==> src/rtl/au_dec_counter_pkg.sv <==
// Shared types for the loadable down-counter / interval timer.
package au_dec_counter_pkg;

    typedef enum logic {
        ST_IDLE = 1'b0,
        ST_RUN  = 1'b1
    } state_t;

endpackage

==> src/rtl/au_dec_counter_if.sv <==
// Control/status bundle between a sequencing unit and its interval counter.
interface au_dec_counter_if #(
    parameter int unsigned WIDTH = 8
);
    logic             ld;
    logic [WIDTH-1:0] ld_val;
    logic             ld_rld;
    logic             en;
    logic             stop;
    logic [WIDTH-1:0] cnt;
    logic             busy;
    logic             tc;

    modport master (output ld, ld_val, ld_rld, en, stop, input cnt, busy, tc);
    modport slave  (input ld, ld_val, ld_rld, en, stop, output cnt, busy, tc);
endinterface

==> src/rtl/au_dec_counter_dec.sv <==
// Propagate-lookahead decrementer: z = a - ci, co = borrow out of the MSB.
// ARCH selects the prefix network: 0 linear, 1 Kogge-Stone, 2 Sklansky.
module AU_dec_c #(
    parameter int unsigned WIDTH = 8,
    parameter int unsigned ARCH  = 0
) (
    input  logic [WIDTH-1:0] a,
    input  logic             ci,
    output logic [WIDTH-1:0] z,
    output logic             co
);
    localparam int LV = (WIDTH > 1) ? $clog2(WIDTH) : 1;

    // A borrow propagates through a bit exactly when that bit is zero.
    logic [WIDTH-1:0] p;
    logic [WIDTH-1:0] pre;
    logic [WIDTH-1:0] bin;

    assign p = ~a;

    if (ARCH == 0) begin : g_linear
        for (genvar i = 0; i < WIDTH; i++) begin : g_bit
            assign pre[i] = &p[i:0];
        end
    end else begin : g_tree
        for (genvar l = 0; l < LV; l++) begin : g_lvl
            logic [WIDTH-1:0] prev;
            logic [WIDTH-1:0] v;
            if (l == 0) begin : g_first
                assign prev = p;
            end else begin : g_next
                assign prev = g_lvl[l-1].v;
            end
            for (genvar i = 0; i < WIDTH; i++) begin : g_bit
                localparam int  D    = 1 << l;
                localparam bit  COMB = (ARCH == 1) ? (i >= D) : (((i >> l) & 1) == 1);
                localparam int  J    = !COMB ? 0 : (ARCH == 1) ? (i - D) : (((i >> l) << l) - 1);
                if (COMB) begin : g_op
                    assign v[i] = prev[i] & prev[J];
                end else begin : g_pass
                    assign v[i] = prev[i];
                end
            end
        end
        assign pre = g_lvl[LV-1].v;
    end

    if (WIDTH == 1) begin : g_w1
        assign bin = ci;
    end else begin : g_wn
        assign bin = {pre[WIDTH-2:0], 1'b1} & {WIDTH{ci}};
    end

    assign z  = a ^ bin;
    assign co = ci & pre[WIDTH-1];
endmodule

==> src/rtl/au_dec_counter.sv <==
// Loadable down-counter with one-shot / auto-reload modes and a terminal-count pulse.
module au_dec_counter
    import au_dec_counter_pkg::*;
#(
    parameter int unsigned WIDTH = 8,
    parameter int unsigned ARCH  = 0
) (
    input  logic             clk,
    input  logic             rst,
    au_dec_counter_if.slave  bus
);
    state_t           state_q, state_d;
    logic [WIDTH-1:0] cnt_q, cnt_d;
    logic [WIDTH-1:0] rld_q, rld_d;
    logic             mode_q, mode_d;
    logic             tc_q, tc_d;
    logic             ci;
    logic [WIDTH-1:0] z;
    logic             co;

    assign ci = (state_q == ST_RUN) & bus.en;

    AU_dec_c #(.WIDTH(WIDTH), .ARCH(ARCH)) u_dec (
        .a  (cnt_q),
        .ci (ci),
        .z  (z),
        .co (co)
    );

    always_comb begin
        state_d = state_q;
        cnt_d   = cnt_q;
        rld_d   = rld_q;
        mode_d  = mode_q;
        tc_d    = 1'b0;
        // stop outranks ld in both states; a load discards any borrow this cycle.
        if (!bus.stop && bus.ld) begin
            state_d = ST_RUN;
            cnt_d   = bus.ld_val;
            rld_d   = bus.ld_val;
            mode_d  = bus.ld_rld;
        end else if (state_q == ST_RUN) begin
            if (bus.stop) begin
                state_d = ST_IDLE;
            end else if (bus.en) begin
                if (co) begin
                    tc_d = 1'b1;
                    if (mode_q) begin
                        cnt_d = rld_q;
                    end else begin
                        state_d = ST_IDLE;
                    end
                end else begin
                    cnt_d = z;
                end
            end
        end
    end

    always_ff @(posedge clk) begin
        if (rst) begin
            state_q <= ST_IDLE;
            cnt_q   <= '0;
            rld_q   <= '0;
            mode_q  <= 1'b0;
            tc_q    <= 1'b0;
        end else begin
            state_q <= state_d;
            cnt_q   <= cnt_d;
            rld_q   <= rld_d;
            mode_q  <= mode_d;
            tc_q    <= tc_d;
        end
    end

    assign bus.cnt  = cnt_q;
    assign bus.busy = (state_q == ST_RUN);
    assign bus.tc   = tc_q;
endmodule

==> src/flat_wrapper.sv <==
// flat-port wrapper written by rule: the top's interface ports become plain ports
module au_dec_counter_flat import au_dec_counter_pkg::*;
#(
    parameter int unsigned WIDTH = 8,
    parameter int unsigned ARCH  = 0
)
  (clk, rst, bus_ld, bus_ld_val, bus_ld_rld, bus_en, bus_stop, bus_cnt, bus_busy, bus_tc);
  au_dec_counter_if #(.WIDTH(WIDTH)) bus_i ();
  input  logic clk;
  input  logic rst;
  input wire logic [$bits(bus_i.ld)-1:0] bus_ld;
  input wire logic [$bits(bus_i.ld_val)-1:0] bus_ld_val;
  input wire logic [$bits(bus_i.ld_rld)-1:0] bus_ld_rld;
  input wire logic [$bits(bus_i.en)-1:0] bus_en;
  input wire logic [$bits(bus_i.stop)-1:0] bus_stop;
  output wire logic [$bits(bus_i.cnt)-1:0] bus_cnt;
  output wire logic [$bits(bus_i.busy)-1:0] bus_busy;
  output wire logic [$bits(bus_i.tc)-1:0] bus_tc;
  assign bus_i.ld = bus_ld;
  assign bus_i.ld_val = bus_ld_val;
  assign bus_i.ld_rld = bus_ld_rld;
  assign bus_i.en = bus_en;
  assign bus_i.stop = bus_stop;
  assign bus_cnt = bus_i.cnt;
  assign bus_busy = bus_i.busy;
  assign bus_tc = bus_i.tc;
  au_dec_counter #(.WIDTH(WIDTH), .ARCH(ARCH)) u_core (.clk(clk), .rst(rst), .bus(bus_i));
endmodule
==> config.mk <==
export PLATFORM = sky130hd
export DESIGN_NAME = au_dec_counter_flat
export DESIGN_NICKNAME = d
export VERILOG_FILES = /design/src/rtl/au_dec_counter_pkg.sv /design/src/rtl/au_dec_counter_if.sv /design/src/rtl/au_dec_counter_dec.sv /design/src/rtl/au_dec_counter.sv /design/src/flat_wrapper.sv
export SDC_FILE = /design/constraint.sdc
export NUM_CORES = 1
export LEC_CHECK = 0
export ABC_AREA = 1
export ABC_CLOCK_PERIOD_IN_PS = 2000
export CAP_MARGIN = 20
export CORE_UTILIZATION = 49
export DETAILED_ROUTE_END_ITERATION = 12
export PLACE_DENSITY = 0.78
export SLEW_MARGIN = 30
export SYNTH_ARGS = -nofsm -noshare
export SYNTH_HDL_FRONTEND = slang
export SYNTH_SLANG_ARGS = --single-unit
==> constraint.sdc <==
create_clock -name clk -period 2 [get_ports clk]
set_input_delay 0.2 -clock clk [delete_from_list [all_inputs] [get_ports clk]]
set_output_delay 0.2 -clock clk [all_outputs]
set_load 0.005 [all_outputs]
==> results of run 1 <==
-- stage by stage --
stage	utilization [%]	setup WS, ns	hold WS (ns)	area, sq um
finish	68.1	0.451	0.450	1350
global route	68.1	0.349	0.481	1350
CTS	68.1	0.455	0.456	1350
detailed placement	66.7	0.184	0.455	1320
global placement	66.7	0.238	0.448	1320
floorplan	-	0.546	0.367	1050
-- cell type report --
cell class                 count  area [sq um]  area share [%]
clock buffer                   4          26.3            1.95
inverter                      19          76.3            5.66
sequential                    19           380            28.2
timing repair buffer          26           253            18.7
tap                           27          33.8            2.50
multi-input combinational    112           579            43.0
-- flip-flops by register name, summed over array words and instances, names as in the netlist --
name and cells:
u_core.bus.busy 1, u_core.bus.cnt 8, u_core.bus.tc 1, u_core.mode_q 1, u_core.rld_q 8
-- worst max path at each step --
stage                                   start                              to  slack, ns  depth (start not counted)
2_1_floorplan      u_core.bus.busy$_SDFF_PP0_  u_core.bus.cnt[1]$_SDFFE_PP0P_       0.55                         10
3_3_place_gp                           bus_en  u_core.bus.cnt[7]$_SDFFE_PP0P_       0.24                          9
3_5_place_dp                           bus_en  u_core.bus.cnt[0]$_SDFFE_PP0P_       0.18                          9
4_1_cts        u_core.bus.cnt[2]$_SDFFE_PP0P_                      bus_cnt[2]       0.46                          1
5_1_grt        u_core.bus.cnt[4]$_SDFFE_PP0P_  u_core.bus.cnt[1]$_SDFFE_PP0P_       0.35                          8
6_report       u_core.bus.cnt[2]$_SDFFE_PP0P_                      bus_cnt[2]       0.45                          1
-- worst min-delay path: stages --
cell	delay (ns)
clkdlybuf4s50_1	0.39
nand2_1	0.08
a21oi_1	0.06
-- cell families (layout without fill, tap and decap cells) --
kind of cell | Yosys count | count (layout)
AO/OA/AOI/OAI | 17 | 17
adder cells (fa/ha/maj) | 1 | 1
XOR/XNOR | 2 | 2
AND/OR/NAND/NOR | 92 | 92
buffers and inverters | 23 | 49
flip-flops | 19 | 19
-- cells in the final DEF, fill, tap and decap left out --
| master | synthesis | routed |
|---|---|---|
| a21oi_1 | 9 | 9 |
| buf_4 | 0 | 3 |
| clkbuf_1 | 1 | 1 |
| clkbuf_4 | 0 | 3 |
| clkdlybuf4s50_1 | 0 | 23 |
| clkinv_1 | 1 | 1 |
| clkinv_4 | 1 | 1 |
| dfxtp_1 | 19 | 19 |
| ha_1 | 1 | 1 |
| inv_1 | 17 | 17 |
| nand2_1 | 41 | 41 |
| nand2_2 | 1 | 1 |
| nand2_4 | 3 | 3 |
| nand3_1 | 19 | 19 |
| nand3_4 | 1 | 1 |
| nand3b_1 | 4 | 4 |
| nand4_1 | 3 | 3 |
| nor2_1 | 15 | 15 |
| nor2_4 | 2 | 2 |
| nor2_8 | 1 | 1 |
| nor3_1 | 2 | 2 |
| o21ai_0 | 2 | 2 |
| o21ai_1 | 6 | 6 |
| xnor2_1 | 2 | 2 |
-- Yosys cell counts --
master    instances
nand2_2           1
ha_1              1
buf_1             2
nand2_1          41
a21oi_1           9
nor2_4            2
buf_2             1
inv_1            17
nor3_1            2
nand3_1          19
nand4_1           3
clkinv_4          1
nand2_4           3
nand3_4           1
clkbuf_1          1
xnor2_1           2
nor2_1           15
o21ai_0           2
o21ai_1           6
dfxtp_1          19
nor2_8            1
clkinv_1          1
nand3b_1          4
-- routing by layer --
layer  vias to the layer above  routed length (um)
li1                        547                   -
met1                       477                1070
met2                        32                1210
met3                         5                 102
met4                         0                  46
met5                         -                   0
-- power by group --
group	leakage (nW)	switching, W	internal [W]	total (W)
clock network	0.0150	0.000127	0.0000781	0.000205
logic	0.430	0.000115	0.000102	0.000217
registers	0.156	0.0000225	0.000401	0.000423
==> impl_metrics.tcl, run 1 <==
set metrics [dict create \
    synth_cell_types 23 \
    io_buffers 23 \
    avgSynthCellArea_sq_um 6.83 \
    fmax_ghz 0.646 \
    die_x_um 48.3 \
    placed_cells 203 \
    routed_wl_um 2420 \
    placementRows 16 \
    total_power_w 0.000845 \
    fin_tns_setup_ns 0 \
    finalCriticalPeriod_ns 1.55 \
    num-fill-cells 173 \
    gr-total-overflow 0 \
    synthTopCellsByArea "dfxtp_1 (36%), nand2_1 (15%), nand3_1 (9.0%), inv_1 (6.1%), nor2_1 (5.4%)" \
    cp_data_arrival_time_ns 1.35 \
    vias 1061 \
    drive_gt1_share_pct 8.33 \
    grt_pass1_vias 925 \
    cts_hold_buf 0 \
    r2r-start "u_core.bus.cnt[4]$_SDFFE_PP0P_" \
    numCtsBuffers 3 \
    fin_nets 196 \
    stdcell_count 207 \
    irDropWorstVdd_mv 0.498 \
    grt_antenna_before_repair 0 \
    wl_per_cell_um 11.7 \
    critPathMaxStageDelay_ns 0.56 \
    worstHoldPathCells 3 \
    r2r_cells 8 \
    die_area_sq_um 2340 \
    route.detailed.drc 0 \
    post_cts_buffers 0 \
    grtUsageTotal_pct 22.7 \
    synthesis.nets 169 \
    cts-root-buf "clkbuf_4" \
    synth_area_leader_cell "dfxtp_1" \
    p_per_area_nw_per_um2 627 \
    synthMuxAreaShare_pct 0 \
    crit_buf_inv 1 \
    crit_path_start_kind "register" \
    gp_congestion 0.818 \
    synth_top_family_by_area "simple AND/OR/NAND/NOR gates" \
    busiest_layer "met2" \
    min_from "bus_ld_val[2]" \
    worst_clock_skew_ns 0.00992 \
    clkSinkCount 19 \
    clk_pin_slew_worst_paths_ns 0.11 \
    crit_type "reg -> out" \
    grt_max_degree 24 \
    finalSetupViolCount 0 \
    diodes 0 \
    synth_seq_cells 19 \
    cpLargestDelayFamily "buffers and inverters" \
    grt_use_met2_pct 37.8 \
    drtAntennaViolNets 0 \
    globalRouteMet3Util_pct 2.83 \
    cp_slowest_cell "clkdlybuf4s50_1" \
    viasPerCell 5.13 \
    power.leakage_nw 0.601 \
    drv_slew 0 \
    grt_pass1_wl_um 4070 \
    yosys.area_share.simple_pct 44.1 \
    cts_tree "built" \
    use_met1_pct 29.3 \
    clock_path_buffers 2 \
    cts_resized 0 \
    synth_top_area_share_pct 36.1 \
    slew_headroom_pct 78.9 \
    rrSetupSlack_ns 0.49 \
    ios 24 \
    synth_xor_area_share_pct 1.66 \
    syn_area_sq_um 1050 \
    rsz0062_at_grt "no" \
    min_path_type "in -> reg" \
    area_growth_pct 28.2 \
    first_pass_iters 5 \
    outcome "finished, final reports clean" \
    yosysSeqAreaShare_pct 36.1 \
    cp.required_ns 1.80 \
    insertion_delay_ns 0.31 \
    synth_fa_ha_area_share_pct 1.19 \
    initial_utilization_pct 53.1 \
    hold_path_end "u_core.rld_q[2]$_SDFFE_PP0P_" \
    synth_compound_area_share_pct 8.09 \
    die_h_um 48.3 \
    yosysWarnings 0 \
    netlist_instances 154 \
    maxCapViolCount 0 \
    fin_crit_sh_pct 77.4 \
    crit_fanout 5 \
    cts_htree_levels 1 \
    rr_endpoint "u_core.bus.cnt[1]$_SDFFE_PP0P_" \
    hpwl_um 1730 \
    core_area_sq_um 1980 \
    final-hold-violation-count 0 \
    crit_chain "clkdlybuf4s50_1" \
    max_slew.worst_pin.slew_ns 0.316 \
    initialDrtViolationCount 19 \
    end_kind "primary output" \
]
Note: power is estimated with default switching activity, not from simulation.
==> run 2, diff against run 1 <==
--- a/config.mk
+++ b/config.mk
@@ -6,11 +6,11 @@
 export NUM_CORES = 1
 export LEC_CHECK = 0
 export ABC_AREA = 1
-export ABC_CLOCK_PERIOD_IN_PS = 2000
+export ABC_CLOCK_PERIOD_IN_PS = 1340
 export CAP_MARGIN = 20
-export CORE_UTILIZATION = 49
+export CORE_UTILIZATION = 44
 export DETAILED_ROUTE_END_ITERATION = 12
-export PLACE_DENSITY = 0.78
+export PLACE_DENSITY = 0.74
 export SLEW_MARGIN = 30
 export SYNTH_ARGS = -nofsm -noshare
 export SYNTH_HDL_FRONTEND = slang
==> constraint.sdc (replaced) <==
create_clock -name clk -period 1.34 [get_ports clk]
set_input_delay 0.134 -clock clk [delete_from_list [all_inputs] [get_ports clk]]
set_output_delay 0.134 -clock clk [all_outputs]
set_load 0.005 [all_outputs]
==> run 2 against run 1 <==
Sequential power up 48%. Clock skew down 0.0035 ns. Utilization up 2.6 points.
==> impl_metrics.tcl, run 2 (same netlist as run 1, synthesis figures left out) <==
set metrics [dict create \
    gr-total-overflow 0 \
    insertion_delay_ns 0.30 \
    r2r_cells 8 \
    switchingPower_w 0.000426 \
    maxCapViolCount 0 \
    power.leakage_nw 0.788 \
    grt_antenna_before_repair 0 \
    placementRows 17 \
    fmax_ghz 0.750 \
    clk_pin_slew_worst_paths_ns 0.12 \
    worst_clock_skew_ns 0.00643 \
    core_area_sq_um 2230 \
    cp_data_arrival_time_ns 1.54 \
    grt_pass1_vias 1131 \
    crit_path_start_kind "register" \
    routed_wl_um 2740 \
    hpwl_um 2090 \
    io_buffers 23 \
    clkSinkCount 19 \
    power.share.switching_pct 31.2 \
    numCtsBuffers 3 \
    wl_per_cell_um 11.8 \
    grt_pass1_wl_um 4820 \
    p_per_area_nw_per_um2 867 \
    rr_endpoint "u_core.bus.cnt[4]$_SDFFE_PP0P_" \
    min_path_type "in -> reg" \
    diodes 0 \
    final_common_cell "nand2_1" \
    r2r-start "u_core.bus.cnt[1]$_SDFFE_PP0P_" \
    outcome "finished, final reports clean" \
    power_frac_comb_pct 31.7 \
    cp.required_ns 1.54 \
    mostFrequentLayoutCells "nand2_1 (39), buf_4 (25), nand3_1 (19), inv_1 (16)" \
    initial_utilization_pct 47.1 \
    irDropWorstVdd_mv 0.676 \
    finalCriticalPeriod_ns 1.33 \
    p_int_w 0.000942 \
    min_from "bus_ld_val[1]" \
    max_slew.worst_pin.slew_ns 0.321 \
    drive_gt1_share_pct 25.5 \
    slew_headroom_pct 78.6 \
    grt_max_degree 15 \
    crit_fanout 10 \
    cts_hold_buf 0 \
    finalSetupViolCount 0 \
    route.detailed.drc 0 \
    die_x_um 50.9 \
    viasPerCell 4.82 \
    die_area_sq_um 2590 \
    cts_htree_levels 1 \
    end_kind "register" \
    total_power_w 0.00137 \
    rsz0062_at_grt "yes" \
    drtAntennaViolNets 0 \
    clkPwrFrac_pct 22.6 \
    gp_congestion 0.860 \
    hold_path_end "u_core.rld_q[1]$_SDFFE_PP0P_" \
    rrSetupSlack_ns 0.006 \
    worstHoldPathCells 3 \
    area_growth_pct 49.9 \
    fin_crit_sh_pct 99.5 \
    initialDrtViolationCount 7 \
    crit_type "reg -> reg" \
    first_pass_iters 4 \
    p_seq_share_pct 45.7 \
    fin_tns_setup_ns 0 \
    fin_nets 220 \
    vias 1119 \
    die_h_um 50.9 \
    cts-root-buf "clkbuf_4" \
    final-hold-violation-count 0 \
    clock_path_buffers 2 \
    grtUsageTotal_pct 25.4 \
    drv_slew 0 \
    cts_tree "built" \
    ios 24 \
]
run 2: cell count changes in the layout (fill, tap and decap cells not counted), sizes merged:
cell           before  now
dlygate4sd2         0    7
buf                 3   27
dlymetal6s2s        0    2
clkdlybuf4s50      23   14
run 2: how the worst max path moves through the flow:
stage                                        start  slack [ns]  depth (start not counted)                        endpoint
global route        u_core.bus.cnt[1]$_SDFFE_PP0P_       -0.07                          9  u_core.bus.cnt[4]$_SDFFE_PP0P_
floorplan               u_core.bus.busy$_SDFF_PP0_        0.02                         10  u_core.bus.cnt[1]$_SDFFE_PP0P_
finish              u_core.bus.cnt[1]$_SDFFE_PP0P_       0.006                          8  u_core.bus.cnt[4]$_SDFFE_PP0P_
detailed placement                          bus_en       -0.23                         11  u_core.bus.cnt[5]$_SDFFE_PP0P_
CTS                 u_core.bus.cnt[0]$_SDFFE_PP0P_       0.002                          1                      bus_cnt[0]
global placement                            bus_en       -0.20                         10  u_core.bus.cnt[1]$_SDFFE_PP0P_
run 2: layer usage:
layer | global-route usage, % | vias up | part of all wire (%)
met5 | 0 | - | 0
met4 | 11.6 | 0 | 1.8
met3 | 3.57 | 6 | 2.6
met2 | 43.0 | 19 | 49
met1 | 31.6 | 500 | 46
li1 | - | 594 | -
run 2: worst max-delay path: stages (launching register included):
cell	delay, ns
dfxtp_2	0.36
nor2_4	0.14
nand2_4	0.08
nor2_8	0.16
nand3_4	0.09
nand2_4	0.09
nand2_4	0.10
o21ai_1	0.15
nor2_1	0.06
run 2: power by group through the flow:
stage / registers, W / logic (W) / clock network (W)
floorplan: 0.000641 / 0.000204 / 0
detailed placement: 0.000635 / 0.000426 / 0
global placement: 0.000632 / 0.000417 / 0
global route: 0.000629 / 0.000479 / 0.000333
CTS: 0.000625 / 0.000432 / 0.000310
finish: 0.000625 / 0.000434 / 0.000309
run 2: through the flow:
step	instances	instance area, sq um	utilization, %	hold WS [ns]	worst slack [ns]
2_1_floorplan	154	1060	-	0.301	0.0190
3_3_place_gp	225	1510	67.5	0.452	-0.199
3_5_place_dp	225	1510	67.5	0.457	-0.230
4_1_cts	231	1560	69.9	0.401	0.00186
5_1_grt	232	1580	70.6	0.421	-0.0706
6_report	232	1580	70.6	0.395	0.00638
run 2: repair_timing:
action                     4_1_cts  5_1_grt
buffers inserted                 2        1
setup endpoints to repair       14       10
pin swaps                        1        1
resized for setup               20        4
run 2: layout make-up:
cell class	instances	area [sq um]
clock buffers	4	26.3
multi-input cells	112	587
repair buffers	50	454
well taps	28	35.0
flip-flops and latches	19	397
fillers	202	656
inverters	19	78.8
==> run 3, diff against run 2 <==
--- a/config.mk
+++ b/config.mk
@@ -6,11 +6,11 @@
 export NUM_CORES = 1
 export LEC_CHECK = 0
 export ABC_AREA = 1
-export ABC_CLOCK_PERIOD_IN_PS = 1340
+export ABC_CLOCK_PERIOD_IN_PS = 1250
 export CAP_MARGIN = 20
-export CORE_UTILIZATION = 44
+export CORE_UTILIZATION = 49
 export DETAILED_ROUTE_END_ITERATION = 12
-export PLACE_DENSITY = 0.74
+export PLACE_DENSITY = 0.78
 export SLEW_MARGIN = 30
 export SYNTH_ARGS = -nofsm -noshare
 export SYNTH_HDL_FRONTEND = slang
==> constraint.sdc (replaced) <==
create_clock -name clk -period 1.25 [get_ports clk]
set_input_delay 0.125 -clock clk [delete_from_list [all_inputs] [get_ports clk]]
set_output_delay 0.125 -clock clk [all_outputs]
set_load 0.005 [all_outputs]
==> run 3 against run 2 <==
Sequential cell count is the same. Critical path type unchanged. Global-route usage grew 10 points. Critical path depth rose by 2. Clock skew barely moved. Non-clock buffer count increased by 5. Largest power group unchanged. Worst hold slack got worse by 0.012 ns. Power is 18% higher. The run now ends with negative setup slack left. Routed wire length is 58% higher. Sequential power rose by 8.0%. First-iteration DRC count rose to 8.3 times the previous value. Register-to-register slack got worse by 0.27 ns.
==> impl_metrics.tcl, run 3 (same netlist as run 1, synthesis figures left out) <==
set metrics [dict create \
    outcome "finished, violations left" \
    violations "negative setup slack" \
    final-hold-violation-count 0 \
    p_int_w 0.00105 \
    grt_max_degree 11 \
    stdcell_count 237 \
    end_kind "register" \
    critPathMaxStageDelay_ns 0.35 \
    post-route-util_pct 91.3 \
    initial_utilization_pct 53.1 \
    crit_type "reg -> reg" \
    worst_slack_ns -0.265 \
    grtUsageTotal_pct 35.8 \
    hpwl_um 2350 \
    maxCapViolCount 0 \
    switchingPower_w 0.000557 \
    first_pass_iters 5 \
    clock_path_buffers 2 \
    p_per_area_nw_per_um2 890 \
    clkSinkCount 19 \
    die_area_sq_um 2340 \
    io_buffers 23 \
    cpLargestDelayFamily "simple AND/OR/NAND/NOR gates" \
    multiInputGateArea_sq_um 742 \
    fin_nets 226 \
    vias 1351 \
    grt_use_met2_pct 62.2 \
    numCtsBuffers 3 \
    grt_pass1_wl_um 6200 \
    cts_tree "built" \
    slew_headroom_pct 69.4 \
    pre_cts_ws_ns -0.233 \
    wl_per_cell_um 18.3 \
    ios 24 \
    irDropWorstVdd_mv 0.774 \
    use_met1_pct 40.4 \
    diodes 0 \
    min_path_type "in -> reg" \
    gr-total-overflow 0 \
    cp_data_arrival_time_ns 1.73 \
    mostFrequentLayoutCells "nand2_1 (35), buf_4 (24), inv_1 (15), nand3_1 (14), clkdlybuf4s50_1 (13)" \
    cp_common_cell "nand2_1" \
    initialDrtViolationCount 58 \
    holdWs_ns 0.383 \
    cts-root-buf "clkbuf_4" \
    viasPerCell 5.70 \
    drtAntennaViolNets 0 \
    busiest_layer "met2" \
    final_common_cell "nand2_1" \
    clk_pin_slew_worst_paths_ns 0.12 \
    insertion_delay_ns 0.32 \
    routed_wl_um 4340 \
    area_growth_pct 71.9 \
    placed_cells 229 \
    power.leakage_nw 0.872 \
    fin_crit_sh_pct 121 \
    grt_antenna_before_repair 0 \
    drv_slew 0 \
    max_slew.worst_pin.slew_ns 0.458 \
    die_x_um 48.3 \
    globalRouteMet3Util_pct 6.60 \
    crit_path_start_kind "register" \
    fmax_ghz 0.660 \
    drive_gt1_share_pct 38.6 \
    cp_slowest_cell "dfxtp_2" \
    crit_fanout 4 \
    num-fill-cells 87 \
    crit_chain "nor2_4 > buf_4 > buf_4 > nand4_1 > nand2_1 > nand2_1 > nand3_1 > nand3_1 > nand2_1 > inv_1" \
    grt_pass1_vias 1277 \
    power.share.switching_pct 34.5 \
    finalCriticalPeriod_ns 1.52 \
    placementRows 16 \
    cts_htree_levels 1 \
    die_h_um 48.3 \
    power_frac_comb_pct 37.2 \
    cp.required_ns 1.47 \
    worst_clock_skew_ns 0.00650 \
    crit_buf_inv 3 \
    gp_congestion 0.953 \
    core_area_sq_um 1980 \
    p_seq_share_pct 41.9 \
    rsz0062_at_grt "yes" \
    finalSetupViolCount 9 \
    route.detailed.drc 0 \
    clkPwrFrac_pct 20.8 \
    seqCellArea_sq_um 395 \
    cts_hold_buf 0 \
]
-- run 3: changes by cell type in the layout (fill, tap and decap cells not counted), sizes merged --
cell / previous run / this run
dlygate4sd2: 7 / 8
nand2: 45 / 46
clkdlybuf4s50: 14 / 13
buf: 27 / 32
-- run 3: routing by layer --
layer / part of all wire (%) / vias to the layer above
li1: - / 607
met1: 38 / 620
met2: 50 / 103
met3: 7.5 / 21
met4: 4.2 / 0
met5: 0 / -
-- run 3: final cells by class --
class / count / area share (%)
timing repair buffer: 55 / 29.3
inverter: 19 / 4.50
tap: 27 / 1.87
multi-input combinational: 113 / 41.0
sequential: 19 / 21.9
clock buffer: 4 / 1.45
-- run 3: repair_timing --
| action | 4_1_cts | 5_1_grt |
|---|---|---|
| gates cloned | 1 | 0 |
| gates resized for setup | 34 | 20 |
| setup buffers | 1 | 2 |
| pin swaps | 9 | 5 |
| endpoints found under the setup margin | 17 | 12 |
-- run 3: worst reg2reg max path: cells and delay by family (launching register included) --
kind | cells | cell delay, ns
buffers and inverters | 3 | 0.29
DFF | 1 | 0.35
and+or+nand+nor | 7 | 0.77
-- run 3: final timing paths --
check / startpoint / endpoint / slack, ns / cells past startpoint
setup reg to reg: u_core.bus.cnt[0]$_SDFFE_PP0P_ / u_core.bus.cnt[6]$_SDFFE_PP0P_ / -0.27 / 10
hold / removal: bus_ld_val[4] / u_core.rld_q[4]$_SDFFE_PP0P_ / 0.38 / 3
hold reg to reg: u_core.rld_q[6]$_SDFFE_PP0P_ / u_core.rld_q[6]$_SDFFE_PP0P_ / 0.47 / 2
setup / recovery: u_core.bus.cnt[0]$_SDFFE_PP0P_ / u_core.bus.cnt[6]$_SDFFE_PP0P_ / -0.27 / 10
-- run 3: power groups by stage --
stage,combinational [W],sequential [W],clock [W]
final,0.000600,0.000675,0.000336
after global routing,0.000629,0.000678,0.000359
after global placement,0.000471,0.000678,0
after CTS,0.000521,0.000670,0.000326
after detailed placement,0.000487,0.000680,0
after floorplan,0.000226,0.000689,0
-- run 3: through the flow --
stage	instance area (sq um)	setup TNS (ns)	power (W)
6_report	1810	-1.46	0.00161
5_1_grt	1810	-1.96	0.00167
4_1_cts	1700	-0.974	0.00152
3_5_place_dp	1580	-2.26	0.00117
3_3_place_gp	1580	-1.64	0.00115
2_1_floorplan	1080	0	0.000915
